===== src/rtl/mandelbrot_pixel_packer_pkg.sv =====
// Shared constants and types for the Mandelbrot pixel packer: raster defaults,
// packer states and the layout of a FIFO entry.
package mandelbrot_pixel_packer_pkg;

   localparam int DEF_IMG_WIDTH  = 640;
   localparam int DEF_IMG_HEIGHT = 480;
   localparam int DEF_FIFO_DEPTH = 8;
   localparam int PIX_W          = 4;
   localparam int FIFO_DATA_W    = 2 + 2 * PIX_W;

   typedef enum logic {
      PK_EVEN = 1'b0,
      PK_ODD  = 1'b1
   } pack_state_t;

   // One FIFO entry: {eol, sof, {odd-x pixel, even-x pixel}}
   typedef struct packed {
      logic                 eol;
      logic                 sof;
      logic [2*PIX_W-1:0]   data;
   } fifo_word_t;

   function automatic int cnt_width(input int n);
      return (n > 1) ? $clog2(n) : 1;
   endfunction

endpackage


===== src/rtl/mandelbrot_pixel_packer_if.sv =====
// Byte stream leaving the pixel packer: packed byte with frame/line sideband
// and a valid/ready handshake.
interface mandelbrot_pixel_packer_if;
   logic [7:0] out_data;
   logic       out_sof;
   logic       out_eol;
   logic       out_valid;
   logic       out_ready;

   modport master (output out_data, out_sof, out_eol, out_valid, input out_ready);
   modport slave  (input out_data, out_sof, out_eol, out_valid, output out_ready);
endinterface


===== src/rtl/mandelbrot_pixel_packer_sync_fifo.sv =====
// Single-clock FIFO with combinational head read and occupancy count.
// A push while full is accepted only when a pop happens in the same cycle.
module mandelbrot_pixel_packer_sync_fifo
   import mandelbrot_pixel_packer_pkg::*;
#(
   parameter int DATA_W = FIFO_DATA_W,
   parameter int DEPTH  = DEF_FIFO_DEPTH,
   localparam int AW    = $clog2(DEPTH)
) (
   input  logic              clk,
   input  logic              reset,
   input  logic              push,
   input  logic [DATA_W-1:0] wr_data,
   input  logic              pop,
   output logic [DATA_W-1:0] rd_data,
   output logic [AW:0]       level,
   output logic              full,
   output logic              empty
);

   localparam logic [AW:0] FULL_LVL = DEPTH[AW:0];

   logic [DATA_W-1:0] mem [DEPTH];
   logic [AW:0]       wr_cnt;
   logic [AW:0]       rd_cnt;
   logic              do_push;
   logic              do_pop;

   assign level   = wr_cnt - rd_cnt;
   assign full    = (level == FULL_LVL);
   assign empty   = (level == '0);
   assign do_pop  = pop && !empty;
   assign do_push = push && (!full || do_pop);
   // Head is forced to zero when empty so the stream reads clean after reset.
   assign rd_data = empty ? '0 : mem[rd_cnt[AW-1:0]];

   always_ff @(posedge clk) begin
      if (reset) begin
         wr_cnt <= '0;
         rd_cnt <= '0;
      end else begin
         if (do_push) wr_cnt <= wr_cnt + 1'b1;
         if (do_pop)  rd_cnt <= rd_cnt + 1'b1;
      end
   end

   always_ff @(posedge clk) begin
      if (do_push) mem[wr_cnt[AW-1:0]] <= wr_data;
   end

endmodule


===== src/rtl/mandelbrot_pixel_packer.sv =====
// Packs 4-bit iteration buckets two per byte in raster order, tags frame/line
// starts and ends, and buffers the bytes for a valid/ready consumer.
//
// state   | meaning
// PK_EVEN | no nibble held; next pixel is even-x and gets stored
// PK_ODD  | even-x nibble held; next pixel completes the byte and pushes it
module mandelbrot_pixel_packer
   import mandelbrot_pixel_packer_pkg::*;
#(
   parameter int IMG_WIDTH  = DEF_IMG_WIDTH,
   parameter int IMG_HEIGHT = DEF_IMG_HEIGHT,
   parameter int FIFO_DEPTH = DEF_FIFO_DEPTH,
   localparam int LVL_W     = $clog2(FIFO_DEPTH) + 1
) (
   input  logic                          clk,
   input  logic                          reset,
   input  logic [PIX_W-1:0]              pix_in,
   input  logic                          pix_valid,
   input  logic                          running,
   mandelbrot_pixel_packer_if.master     out_if,
   output logic [LVL_W-1:0]              fifo_level,
   output logic                          overflow,
   output logic                          frame_done
);

   localparam int XW = cnt_width(IMG_WIDTH);
   localparam int YW = cnt_width(IMG_HEIGHT);

   pack_state_t      state;
   pack_state_t      state_cur;
   pack_state_t      state_nxt;
   logic             running_q;
   logic             frame_start;
   logic [XW-1:0]    x;
   logic [YW-1:0]    y;
   logic [XW-1:0]    x_cur;
   logic [YW-1:0]    y_cur;
   logic             x_last;
   logic             y_last;
   logic [PIX_W-1:0] held;
   logic             hold_load;
   logic             push;
   logic             pop;
   logic             fifo_full;
   logic             fifo_empty;
   fifo_word_t       wr_word;
   fifo_word_t       head;
   logic [FIFO_DATA_W-1:0] head_bits;

   // A frame start takes effect in the same cycle, so a coincident pixel is (0,0).
   assign frame_start = running && !running_q;
   assign x_cur       = frame_start ? '0 : x;
   assign y_cur       = frame_start ? '0 : y;
   assign state_cur   = frame_start ? PK_EVEN : state;
   assign x_last      = (x_cur == XW'(IMG_WIDTH - 1));
   assign y_last      = (y_cur == YW'(IMG_HEIGHT - 1));

   always_ff @(posedge clk) begin
      if (reset) state <= PK_EVEN;
      else       state <= state_nxt;
   end

   always_comb begin
      state_nxt = state_cur;
      if (pix_valid) state_nxt = (state_cur == PK_EVEN) ? PK_ODD : PK_EVEN;
   end

   always_comb begin
      hold_load = 1'b0;
      push      = 1'b0;
      if (pix_valid) begin
         hold_load = (state_cur == PK_EVEN);
         push      = (state_cur == PK_ODD);
      end
   end

   assign wr_word.eol  = x_last;
   assign wr_word.sof  = (y_cur == '0) && (x_cur == XW'(1));
   assign wr_word.data = {pix_in, held};

   always_ff @(posedge clk) begin
      if (reset) begin
         running_q  <= 1'b0;
         x          <= '0;
         y          <= '0;
         held       <= '0;
         overflow   <= 1'b0;
         frame_done <= 1'b0;
      end else begin
         running_q  <= running;
         frame_done <= pix_valid && x_last && y_last;
         if (pix_valid) begin
            x <= x_last ? '0 : x_cur + XW'(1);
            y <= x_last ? (y_last ? '0 : y_cur + YW'(1)) : y_cur;
         end else if (frame_start) begin
            x <= '0;
            y <= '0;
         end
         if (hold_load) held <= pix_in;
         if (frame_start)                    overflow <= 1'b0;
         else if (push && fifo_full && !pop) overflow <= 1'b1;
      end
   end

   assign pop = !fifo_empty && out_if.out_ready;

   mandelbrot_pixel_packer_sync_fifo #(
      .DATA_W (FIFO_DATA_W),
      .DEPTH  (FIFO_DEPTH)
   ) u_fifo (
      .clk     (clk),
      .reset   (reset),
      .push    (push),
      .wr_data (wr_word),
      .pop     (pop),
      .rd_data (head_bits),
      .level   (fifo_level),
      .full    (fifo_full),
      .empty   (fifo_empty)
   );

   assign head             = head_bits;
   assign out_if.out_data  = head.data;
   assign out_if.out_sof   = head.sof;
   assign out_if.out_eol   = head.eol;
   assign out_if.out_valid = !fifo_empty;

endmodule


===== src/flat_wrapper.sv =====
// flat-port wrapper written by rule: the top's interface ports become plain ports
module mandelbrot_pixel_packer_flat import mandelbrot_pixel_packer_pkg::*;
#(
   parameter int IMG_WIDTH  = DEF_IMG_WIDTH,
   parameter int IMG_HEIGHT = DEF_IMG_HEIGHT,
   parameter int FIFO_DEPTH = DEF_FIFO_DEPTH,
   localparam int LVL_W     = $clog2(FIFO_DEPTH) + 1
)
  (clk, reset, pix_in, pix_valid, running, fifo_level, overflow, frame_done, out_if_out_data, out_if_out_sof, out_if_out_eol, out_if_out_valid, out_if_out_ready);
  mandelbrot_pixel_packer_if out_if_i ();
  input  logic clk;
  input  logic reset;
  input  logic [PIX_W-1:0] pix_in;
  input  logic pix_valid;
  input  logic running;
  output logic [LVL_W-1:0] fifo_level;
  output logic overflow;
  output logic frame_done;
  output wire logic [$bits(out_if_i.out_data)-1:0] out_if_out_data;
  output wire logic [$bits(out_if_i.out_sof)-1:0] out_if_out_sof;
  output wire logic [$bits(out_if_i.out_eol)-1:0] out_if_out_eol;
  output wire logic [$bits(out_if_i.out_valid)-1:0] out_if_out_valid;
  input wire logic [$bits(out_if_i.out_ready)-1:0] out_if_out_ready;
  assign out_if_out_data = out_if_i.out_data;
  assign out_if_out_sof = out_if_i.out_sof;
  assign out_if_out_eol = out_if_i.out_eol;
  assign out_if_out_valid = out_if_i.out_valid;
  assign out_if_i.out_ready = out_if_out_ready;
  mandelbrot_pixel_packer #(.IMG_WIDTH(IMG_WIDTH), .IMG_HEIGHT(IMG_HEIGHT), .FIFO_DEPTH(FIFO_DEPTH)) u_core (.clk(clk), .reset(reset), .pix_in(pix_in), .pix_valid(pix_valid), .running(running), .out_if(out_if_i), .fifo_level(fifo_level), .overflow(overflow), .frame_done(frame_done));
endmodule

===== config.mk =====
export PLATFORM = sky130hd
export DESIGN_NAME = mandelbrot_pixel_packer_flat
export DESIGN_NICKNAME = d
export VERILOG_FILES = /design/src/rtl/mandelbrot_pixel_packer_pkg.sv /design/src/rtl/mandelbrot_pixel_packer_if.sv /design/src/rtl/mandelbrot_pixel_packer_sync_fifo.sv /design/src/rtl/mandelbrot_pixel_packer.sv /design/src/flat_wrapper.sv
export SDC_FILE = /design/constraint.sdc
export NUM_CORES = 1
export LEC_CHECK = 0
export BUFFER_PORTS_ARGS = -buffer_cell sky130_fd_sc_hd__clkbuf_2
export CORE_ASPECT_RATIO = 1.4
export CORE_MARGIN = 5
export CORE_UTILIZATION = 35
export CTS_BUF_LIST = sky130_fd_sc_hd__clkbuf_8
export DETAILED_ROUTE_END_ITERATION = 6
export SYNTH_ARGS = -nofsm -noshare
export SYNTH_HDL_FRONTEND = slang
export SYNTH_HIERARCHICAL = 1
export SYNTH_SLANG_ARGS = --single-unit

===== constraint.sdc =====
create_clock -name clk -period 4.3 [get_ports clk]
set_input_delay 0.43 -clock clk [delete_from_list [all_inputs] [get_ports clk]]
set_output_delay 0.43 -clock clk [all_outputs]
set_load 0.02 [all_outputs]

# Word-level counts from Yosys, hierarchy flattened
# Memory sizes are Yosys's and may differ from the RTL's. A register that Yosys moved wholly into a read port is not among the register bits.
# Index checks and enable logic that the tools add are counted.
dict set report op_classes {
  n_reduce_logical 17
  n_shift 0
  addsub 5
  muxes 17
  magnitude_cmp 0
  div 0
  n_eq_ne 4
  mul 0
  n_bitwise 1
}
# op count
set ops {}
lappend ops {{$mux W10} 4}
lappend ops {{$mux W9} 4}
lappend ops {{$add A10 B1 Y10 const B} 1}
lappend ops {{$eq A10 B1 Y1 const B} 1}
lappend ops {{$eq A10 B10 Y1 const B} 1}
lappend ops {{$add A9 B1 Y9 const B} 1}
lappend ops {{$eq A9 B9 Y1 const B} 1}
lappend ops {{$logic_and A1 B1 Y1} 9}
lappend ops {{$logic_not A9 Y1} 1}
lappend ops {{$add A4 B1 Y4 const B} 2}
lappend ops {{$mux W1} 7}
lappend ops {{$mux W3} 2}
lappend ops {{$eq A4 B4 Y1 const B} 1}
lappend ops {{$logic_not A1 Y1} 4}
lappend ops {{$logic_not A4 Y1} 1}
lappend ops {{$sub A4 B4 Y4} 1}
lappend ops {{$reduce_or A2 Y1} 1}
lappend ops {{$logic_or A1 B1 Y1} 1}
lappend ops {{$not A1 Y1} 1}
dict set report totals {
  latch_bits 0
  reg_bits 35
  ramBits 80
  rom_bits 0
  n_memories 1
  output_inout_bits 17
}
# name depth word_bits rd rd_clocked_by_memory_dff write_ports line
set mem_list {}
lappend mem_list {u_core.u_fifo.mem 8 10 1 1 1 mandelbrot_pixel_packer_sync_fifo.sv:23} ;# logic [DATA_W-1:0] mem [DEPTH];

# Longest topological paths before layout
# Gate-level depths: netlist (run 1).
dict set report depth {
  depth_word 9
  mapped_depth 14
  ltp_nobuf 12
}

# Modules after synthesis
# Netlist (run 1), hierarchy kept.
# module n_inst area_each_um2 cells_per_inst seq_area_each_um2
set modules_own_cells {}
lappend modules_own_cells {mandelbrot_pixel_packer_sync_fifo 1 3702.3 203 2622.5}
lappend modules_own_cells {mandelbrot_pixel_packer 1 1372.6 169 540.5}

# Least setup slack after synthesis (run 1)
# OpenSTA, ideal clock, no wires.
dict set report synth_path {
  kind {flip-flop to flip-flop}
  start {reg u_core.u_fifo.wr_cnt[0]}
  end {mem u_core/u_fifo/mem[2][0] (netlist bit), enable pin}
  arrival_ns 3.650
  setup_time_ns 0.408
  required_ns 3.892
  path_stages_with_launch 13
  slack_ns 0.243
  path_cell_list {dfxtp_1 clkbuf_1 inv_1 ha_1 inv_1 fa_1 xor2_1 or3_1 a21oi_2 buf_2 nor2b_1 o31ai_1 nor4b_1}
}
dict set report synth_via {
  elab_chain_cells 9
}
# element line
set synth_lines {}
lappend synth_lines {{start, declared} mandelbrot_pixel_packer_sync_fifo.sv:24} ;# logic [AW:0] wr_cnt;
lappend synth_lines {{start signal, assigned} mandelbrot_pixel_packer_sync_fifo.sv:42} ;# if (do_push) wr_cnt <= wr_cnt + 1'b1;
lappend synth_lines {{$sub A4 B4 Y4} mandelbrot_pixel_packer_sync_fifo.sv:29} ;# assign level = wr_cnt - rd_cnt;
lappend synth_lines {{net fifo_level[2]} flat_wrapper.sv:16} ;# output logic [LVL_W-1:0] fifo_level;
lappend synth_lines {{$logic_not A4 Y1} mandelbrot_pixel_packer_sync_fifo.sv:31} ;# assign empty = (level == '0);
lappend synth_lines {{net u_core.fifo_empty} mandelbrot_pixel_packer.sv:45} ;# logic fifo_empty;
lappend synth_lines {{$logic_not A1 Y1} mandelbrot_pixel_packer.sv:105} ;# assign pop = !fifo_empty && out_if.out_ready;
lappend synth_lines {{$logic_and A1 B1 Y1} mandelbrot_pixel_packer.sv:105}
lappend synth_lines {{net u_core.pop} mandelbrot_pixel_packer.sv:43} ;# logic pop;
lappend synth_lines {{$logic_and A1 B1 Y1} mandelbrot_pixel_packer_sync_fifo.sv:32} ;# assign do_pop = pop && !empty;
lappend synth_lines {{$logic_or A1 B1 Y1} mandelbrot_pixel_packer_sync_fifo.sv:33} ;# assign do_push = push && (!full || do_pop);
lappend synth_lines {{$logic_and A1 B1 Y1} mandelbrot_pixel_packer_sync_fifo.sv:33}
lappend synth_lines {{$mux W1} mandelbrot_pixel_packer_sync_fifo.sv:48} ;# if (do_push) mem[wr_cnt[AW-1:0]] <= wr_data;
lappend synth_lines {{$mux W1 (not written as such)} mandelbrot_pixel_packer_sync_fifo.sv:48}
lappend synth_lines {{end, declared} mandelbrot_pixel_packer_sync_fifo.sv:23}
# The timed path passes the listed nets, and every way through them passes these cells.

# Final worst setup path (run 1)
dict set report layout_path {
  start {reg u_core.u_fifo.wr_cnt[0]}
  end {mem u_core/u_fifo/mem[6][4] (netlist bit), enable pin}
}
dict set report layout_via {
  elab_chain_cells 9
}
# element line
set layout_lines {}
lappend layout_lines {{$sub A4 B4 Y4} mandelbrot_pixel_packer_sync_fifo.sv:29}
lappend layout_lines {{$logic_not A4 Y1} mandelbrot_pixel_packer_sync_fifo.sv:31}
lappend layout_lines {{net u_core.fifo_empty} mandelbrot_pixel_packer.sv:45}
lappend layout_lines {{$logic_not A1 Y1} mandelbrot_pixel_packer.sv:105}
lappend layout_lines {{$logic_and A1 B1 Y1} mandelbrot_pixel_packer.sv:105}
lappend layout_lines {{net u_core.pop} mandelbrot_pixel_packer.sv:43}
lappend layout_lines {{$logic_and A1 B1 Y1} mandelbrot_pixel_packer_sync_fifo.sv:32}
lappend layout_lines {{$logic_or A1 B1 Y1} mandelbrot_pixel_packer_sync_fifo.sv:33}
lappend layout_lines {{$logic_and A1 B1 Y1} mandelbrot_pixel_packer_sync_fifo.sv:33}
lappend layout_lines {{$mux W1} mandelbrot_pixel_packer_sync_fifo.sv:48}
lappend layout_lines {{$mux W1 (not written as such)} mandelbrot_pixel_packer_sync_fifo.sv:48}
# The timed path passes the listed nets, and every way through them passes these cells.

==> results of run 1 <==
[final timing paths]
kind,endpoint,from,depth (start not counted)
worst max-delay path,u_core/u_fifo/mem[6][4],u_core/u_fifo/wr_cnt[0],13
worst min register to register,u_core/overflow,u_core/overflow,2
worst max register to register,u_core/u_fifo/mem[6][4],u_core/u_fifo/wr_cnt[0],13
worst min-delay path,u_core/running_q,running,2
[state kept, by name (all words and copies together), names as in the netlist, named ones only]
signal	count
u_core/u_fifo/rd_cnt	4
u_core/state	1
u_core/held	4
u_core/running_q	1
u_core/frame_done	1
u_core/x	10
u_core/overflow	1
u_core/u_fifo/mem	80
u_core/u_fifo/wr_cnt	4
u_core/y	9
[layout by cell type (no fill, tap or decap), types with 3 or more instances in the layout]
cell       Yosys  final
edfxtp_1      80     80
dfxtp_1       38     38
nor2_1        37     37
clkbuf_2       0     25
nand2_1       24     24
mux4_2        20     20
clkbuf_8       0     17
mux2i_1       16     16
inv_1         13     15
buf_4          0     13
nor3_1        12     12
a21oi_1       12     12
nand3_1       11     11
ha_1          10     10
nand4_1        8      8
xnor2_1        7      7
nor2b_1        6      6
nor4_1         7      5
xor2_1         5      5
o21ai_0        5      5
clkinv_2       0      4
nand2b_1       4      4
a21o_1         4      4
or3_1          4      4
bufinv_16      0      3
clkinv_1       0      3
nand3b_1       3      3
[cells by family (layout without fill, tap and decap cells)]
logic type	after synthesis	after routing	share of synthesized area [%]
and+or+nand+nor	130	130	13.1
adders and majority gates	11	11	2.86
muxes	39	39	12.7
buffers and inverters	29	82	2.37
AOI/OAI and AO/OA	33	33	4.54
DFF	118	118	62.3
xor gates and xnor gates	12	12	2.07
[through the flow]
step / power [mW] / instances / hold slack (ns)
3_3_place_gp: 1.35 / 583 / 0.483
4_1_cts: 2.31 / 614 / 0.232
2_1_floorplan: 1.32 / 372 / 0.470
5_1_grt: 2.38 / 614 / 0.251
3_5_place_dp: 1.36 / 583 / 0.480
6_report: 2.29 / 614 / 0.258
[routing by layer]
metal  GRT usage [%]  part of all wire [%]  vias to the layer above
li1                -                     -                     1475
met1            14.3                    40                     1557
met2            23.5                    54                       81
met3            4.21                   4.3                       16
met4            4.64                   1.6                        0
met5               0                     0                        -
[power groups by stage]
stage               clock, mW  combinational, mW  sequential [mW]
floorplan                   0             0.0667             1.25
global placement            0             0.0985             1.25
detailed placement          0              0.100             1.25
CTS                     0.983              0.101             1.23
global route             1.04              0.109             1.23
finish                  0.959             0.0982             1.23
[layout make-up]
type | instances | area [µm²] | area share [%]
sequential | 118 | 3160 | 54.0
clock buffer | 17 | 234 | 3.99
inverter | 13 | 48.8 | 0.833
multi-input combinational | 225 | 1810 | 30.9
timing repair buffer | 38 | 223 | 3.80
tap | 189 | 236 | 4.04
clock inverter | 14 | 144 | 2.46
==> flow_summary.toml, run 1 <==
[run_status]
outcome = "complete, no violations"

[logic_synthesis]
synthesis.area_mm2 = 0.00507
synthDistinctLibCells = 48
synth_edf_count = 80
netlist_top_cells_area = "edfxtp_1 (47%), dfxtp_1 (15%), mux4_2 (8.9%), mux2i_1 (3.2%), nor2_1 (2.7%)"
avgSynthCellArea_um2 = 13.6
synth-seq-cells = 118
syn-num-nets = 392
synthTopCellsByCount = "edfxtp_1 (80), dfxtp_1 (38), nor2_1 (37)"
synth_ff_type = "edfxtp_1"
ys_warn_count = 6
postSynth.asyncResetShare_pct = 0
synth_top_area_cell = "edfxtp_1"
syn_inst = 372
ys_seq_area_share_pct = 62.3
synth.top_cell.area_share_pct = 47.3
synth.most_common_cell = "edfxtp_1"

[setup_path]
path_cells = "inv_1 > ha_1 > inv_1 > fa_1 > xor2_1 > or3_1 > a21oi_2 > nor2b_1 > inv_1 > a41oi_4 > nand2_1 > nor3b_1 > buf_4"
worst-setup-path-type = "flip-flop to flip-flop"
crit_family = "simple AND/OR/NAND/NOR gates"
cp.required_ns = 4.42
path_buf_inv = 4
reg2reg_slack_ns = 0.68
slowest_delay_ns = 0.45
crit_path_frequent_cell = "inv_1"
cp_slowest_cell = "nor3b_1"
end_kind = "flip-flop"
startpoint_type = "flip-flop"
cp.arrival_ns = 3.74
crit_path_max_fanout = 9

[timing]
slew_viol_final = 0
slew_headroom_pct = 28.9
max_freq_mhz = 276
fin_skew_ns = 0.0118
rsz0062_at_grt = "false"
tightest_slew_ns = 1.06
period_share_pct = 84.2
finalHoldViolCount = 0
finalCriticalPeriod_ns = 3.62
setup_viol = 0
finalSetupTns_ns = 0
fin_ws_ns = 0.681

[die]
io_pins = 26
die_y_um = 152
start_util_pct = 35.3
fp.dieW_um = 112
core_mm2 = 0.0144
placementRows = 52
die-area_mm2 = 0.0170

[power_and_ir_drop]
power.share.clock_pct = 41.9
p_leak_nw = 1.98
power.density_mw_per_mm2 = 390
switching_power_mw = 0.480
p_comb_share_pct = 4.3
p_seq_share_pct = 53.8
switching_share_pct = 21.0
p_int_mw = 1.81
peakVddDrop_uv = 199

[final_layout]
final_area_mm2 = 0.00586
n_antenna_cell = 0
nNetsFinal = 433
fin_util_pct = 40.8
nFillCells = 1336
drive_above_1_share_pct = 23.5
synthToLayoutAreaGrowth_pct = 15.5

[clock_network]
cts_made_buffers = 17
clkTransAtPathRegs_ns = 0.06
postCtsResizedCells = 0
htreeDepth = 4
post_cts_buffers = 0
cts.sinks = 118
clockRootBuffer = "clkbuf_8"
cts_tree = "built"
cts_max_path_buffers = 2
ctsHoldBuffers = 0
clkLatencyLatePin_ns = 0.42

[grt]
grt_pass1_vias = 3285
overflow = 0
antenna_found_initial = 0
grt_pass1_wl_um = 17300
track_usage_pct = 13.1
grt_max_degree = 29

[detailed_routing]
via_count = 3129
routed_wl_um = 10400
drcViolationCount = 0
wire_per_inst_um = 16.9
via_per_inst = 5.10
drt_iter0_drc = 171
final_antenna_net_count = 0
dr.pass1.iters = 4

[place]
pre_cts_slack_ns = 0.749
place_area_mm2 = 0.00548
gp_congestion = 0.905
hpwl_um = 7190
placement.io_buffers = 25

[hold_path]
timing.hold.worst.class = "input port to flip-flop"

[run]
max_cap_viol_count = 0
Power figures use the tool's default switching activity.
==> run 2, diff against run 1 <==
==> constraint.sdc (replaced) <==
create_clock -name clk -period 3.3 [get_ports clk]
set_input_delay 0.33 -clock clk [delete_from_list [all_inputs] [get_ports clk]]
set_output_delay 0.33 -clock clk [all_outputs]
set_load 0.02 [all_outputs]
==> run 2 against run 1 <==
  * Worst setup slack lost 0.47 ns
  * Routed wire length is 0.99% lower
  * Highest routed layer unchanged
  * Flip-flop and latch count unchanged
  * Die area stayed put
  * Worst hold slack worse by 0.11 ns
  * Core utilization rose by 0.77 points
  * Largest cell class unchanged
==> flow_summary.toml, run 2 (synthesis results as in run 1) <==
[run_status]
outcome = "complete, no violations"

[clock_network]
cts.sinks = 118
ctsHoldBuffers = 0
clkLatencyLatePin_ns = 0.42
clockRootBuffer = "clkbuf_8"
post_cts_buffers = 0
cts_tree = "built"
postCtsResizedCells = 0
clkTransAtPathRegs_ns = 0.07
cts_made_buffers = 17
cts_max_path_buffers = 2
htreeDepth = 4

[hold_path]
holdPathEnd = "u_core/running_q"
holdPathStages = 2
timing.hold.worst.class = "input port to flip-flop"
hp-start = "running"

[die]
core_mm2 = 0.0144
die_y_um = 152
die-area_mm2 = 0.0170
io_pins = 26
start_util_pct = 35.3
fp.dieW_um = 112
placementRows = 52

[place]
hpwl_um = 7020
pre_cts_slack_ns = 0.350
placement.io_buffers = 25
gp_congestion = 0.866

[setup_path]
reg2reg_slack_ns = 0.32
startpoint_type = "flip-flop"
end_kind = "output pin"
rr_worst_depth = 11
worst-setup-path-type = "flip-flop to output pin"
cp.arrival_ns = 2.76
r2r_start = "u_core/u_fifo/rd_cnt[0]"
crit_path_max_fanout = 18
r2r_end = "u_core/u_fifo/wr_cnt[3]"
cp.required_ns = 2.97

[timing]
finalCriticalPeriod_ns = 3.09
rsz0062_at_grt = "false"
finalHoldViolCount = 0
finalSetupTns_ns = 0
holdWs_ns = 0.152
tightest_slew_ns = 0.731
slew_headroom_pct = 51.1
setup_viol = 0
fin_ws_ns = 0.211
slew_viol_final = 0
period_share_pct = 93.6
fin_skew_ns = 0.00939
max_freq_mhz = 324

[grt]
antenna_found_initial = 0
grt_pass1_vias = 3278
track_usage_pct = 12.7
overflow = 0
grt_pass1_wl_um = 17000
grt_max_degree = 29

[final_layout]
multiInputGateArea_mm2 = 0.00188
final_cell_mix = "edfxtp_1 (80), dfxtp_1 (38), nor2_1 (37)"
seq_area_mm2 = 0.00316
synthToLayoutAreaGrowth_pct = 17.6
n_antenna_cell = 0
nNetsFinal = 435
final_common_cell = "edfxtp_1"
largest_reg_flops = 80
drive_above_1_share_pct = 26.9
nFillCells = 1330

[power_and_ir_drop]
p_leak_nw = 2.01
peakVddDrop_uv = 244
power.density_mw_per_mm2 = 508
fin_total_pwr_mw = 3.03

[detailed_routing]
wire_per_inst_um = 16.6
routed_wl_um = 10300
via_count = 3113
via_per_inst = 5.05
final_antenna_net_count = 0
drt_iter0_drc = 137
dr.pass1.iters = 4
drcViolationCount = 0

[run]
max_cap_viol_count = 0
run 2: final cells by class:
class	instances	area share, %
sequential	118	53.0
tap	189	3.96
multi-input combinational	225	31.6
timing repair buffer	40	3.98
clock buffer	17	3.92
clock inverter	15	2.72
inverter	13	0.859
run 2: where the power goes:
part	switching, mW	leakage [nW]	internal [mW]
clock	0.564	0.192	0.735
combinational	0.0892	0.783	0.0476
sequential	0.0106	1.03	1.59
run 2: metrics by stage:
step,util [%],cell area (µm²),std cells
after detailed placement,38.8,5570,585
after floorplan,-,5190,372
after global routing,41.5,5970,617
final,41.5,5970,617
after CTS,41.5,5970,617
after global placement,38.8,5570,585
run 2: per-layer routing:
metal | GRT usage, % | share of wire (%)
met1 | 14.2 | 41
met2 | 23.2 | 55
met3 | 2.98 | 2.6
met4 | 4.87 | 1.5
met5 | 0 | 0
run 2: worst max-delay path by stage:
stage | endpoint | cells past startpoint | slack, ns | startpoint
finish | out_if_out_data[2] | 9 | 0.21 | u_core/u_fifo/rd_cnt[0]
global placement | u_core/u_fifo/wr_cnt[3] | 11 | 0.43 | u_core/u_fifo/wr_cnt[0]
detailed placement | u_core/u_fifo/wr_cnt[3] | 11 | 0.35 | u_core/u_fifo/rd_cnt[0]
CTS | out_if_out_data[2] | 9 | 0.14 | u_core/u_fifo/rd_cnt[0]
global route | out_if_out_sof | 9 | 0.06 | u_core/u_fifo/rd_cnt[0]
floorplan | u_core/u_fifo/mem[6][0] | 14 | 0.01 | u_core/u_fifo/wr_cnt[0]
run 2: critical path: stages (launching register included):
cell	delay (ns)
dfxtp_1	0.41
ha_1	0.20
inv_1	0.06
fa_2	0.35
xor2_2	0.19
or3_4	0.39
a21oi_2	0.18
buf_4	0.28
nor2_1	0.09
clkbuf_2	0.16
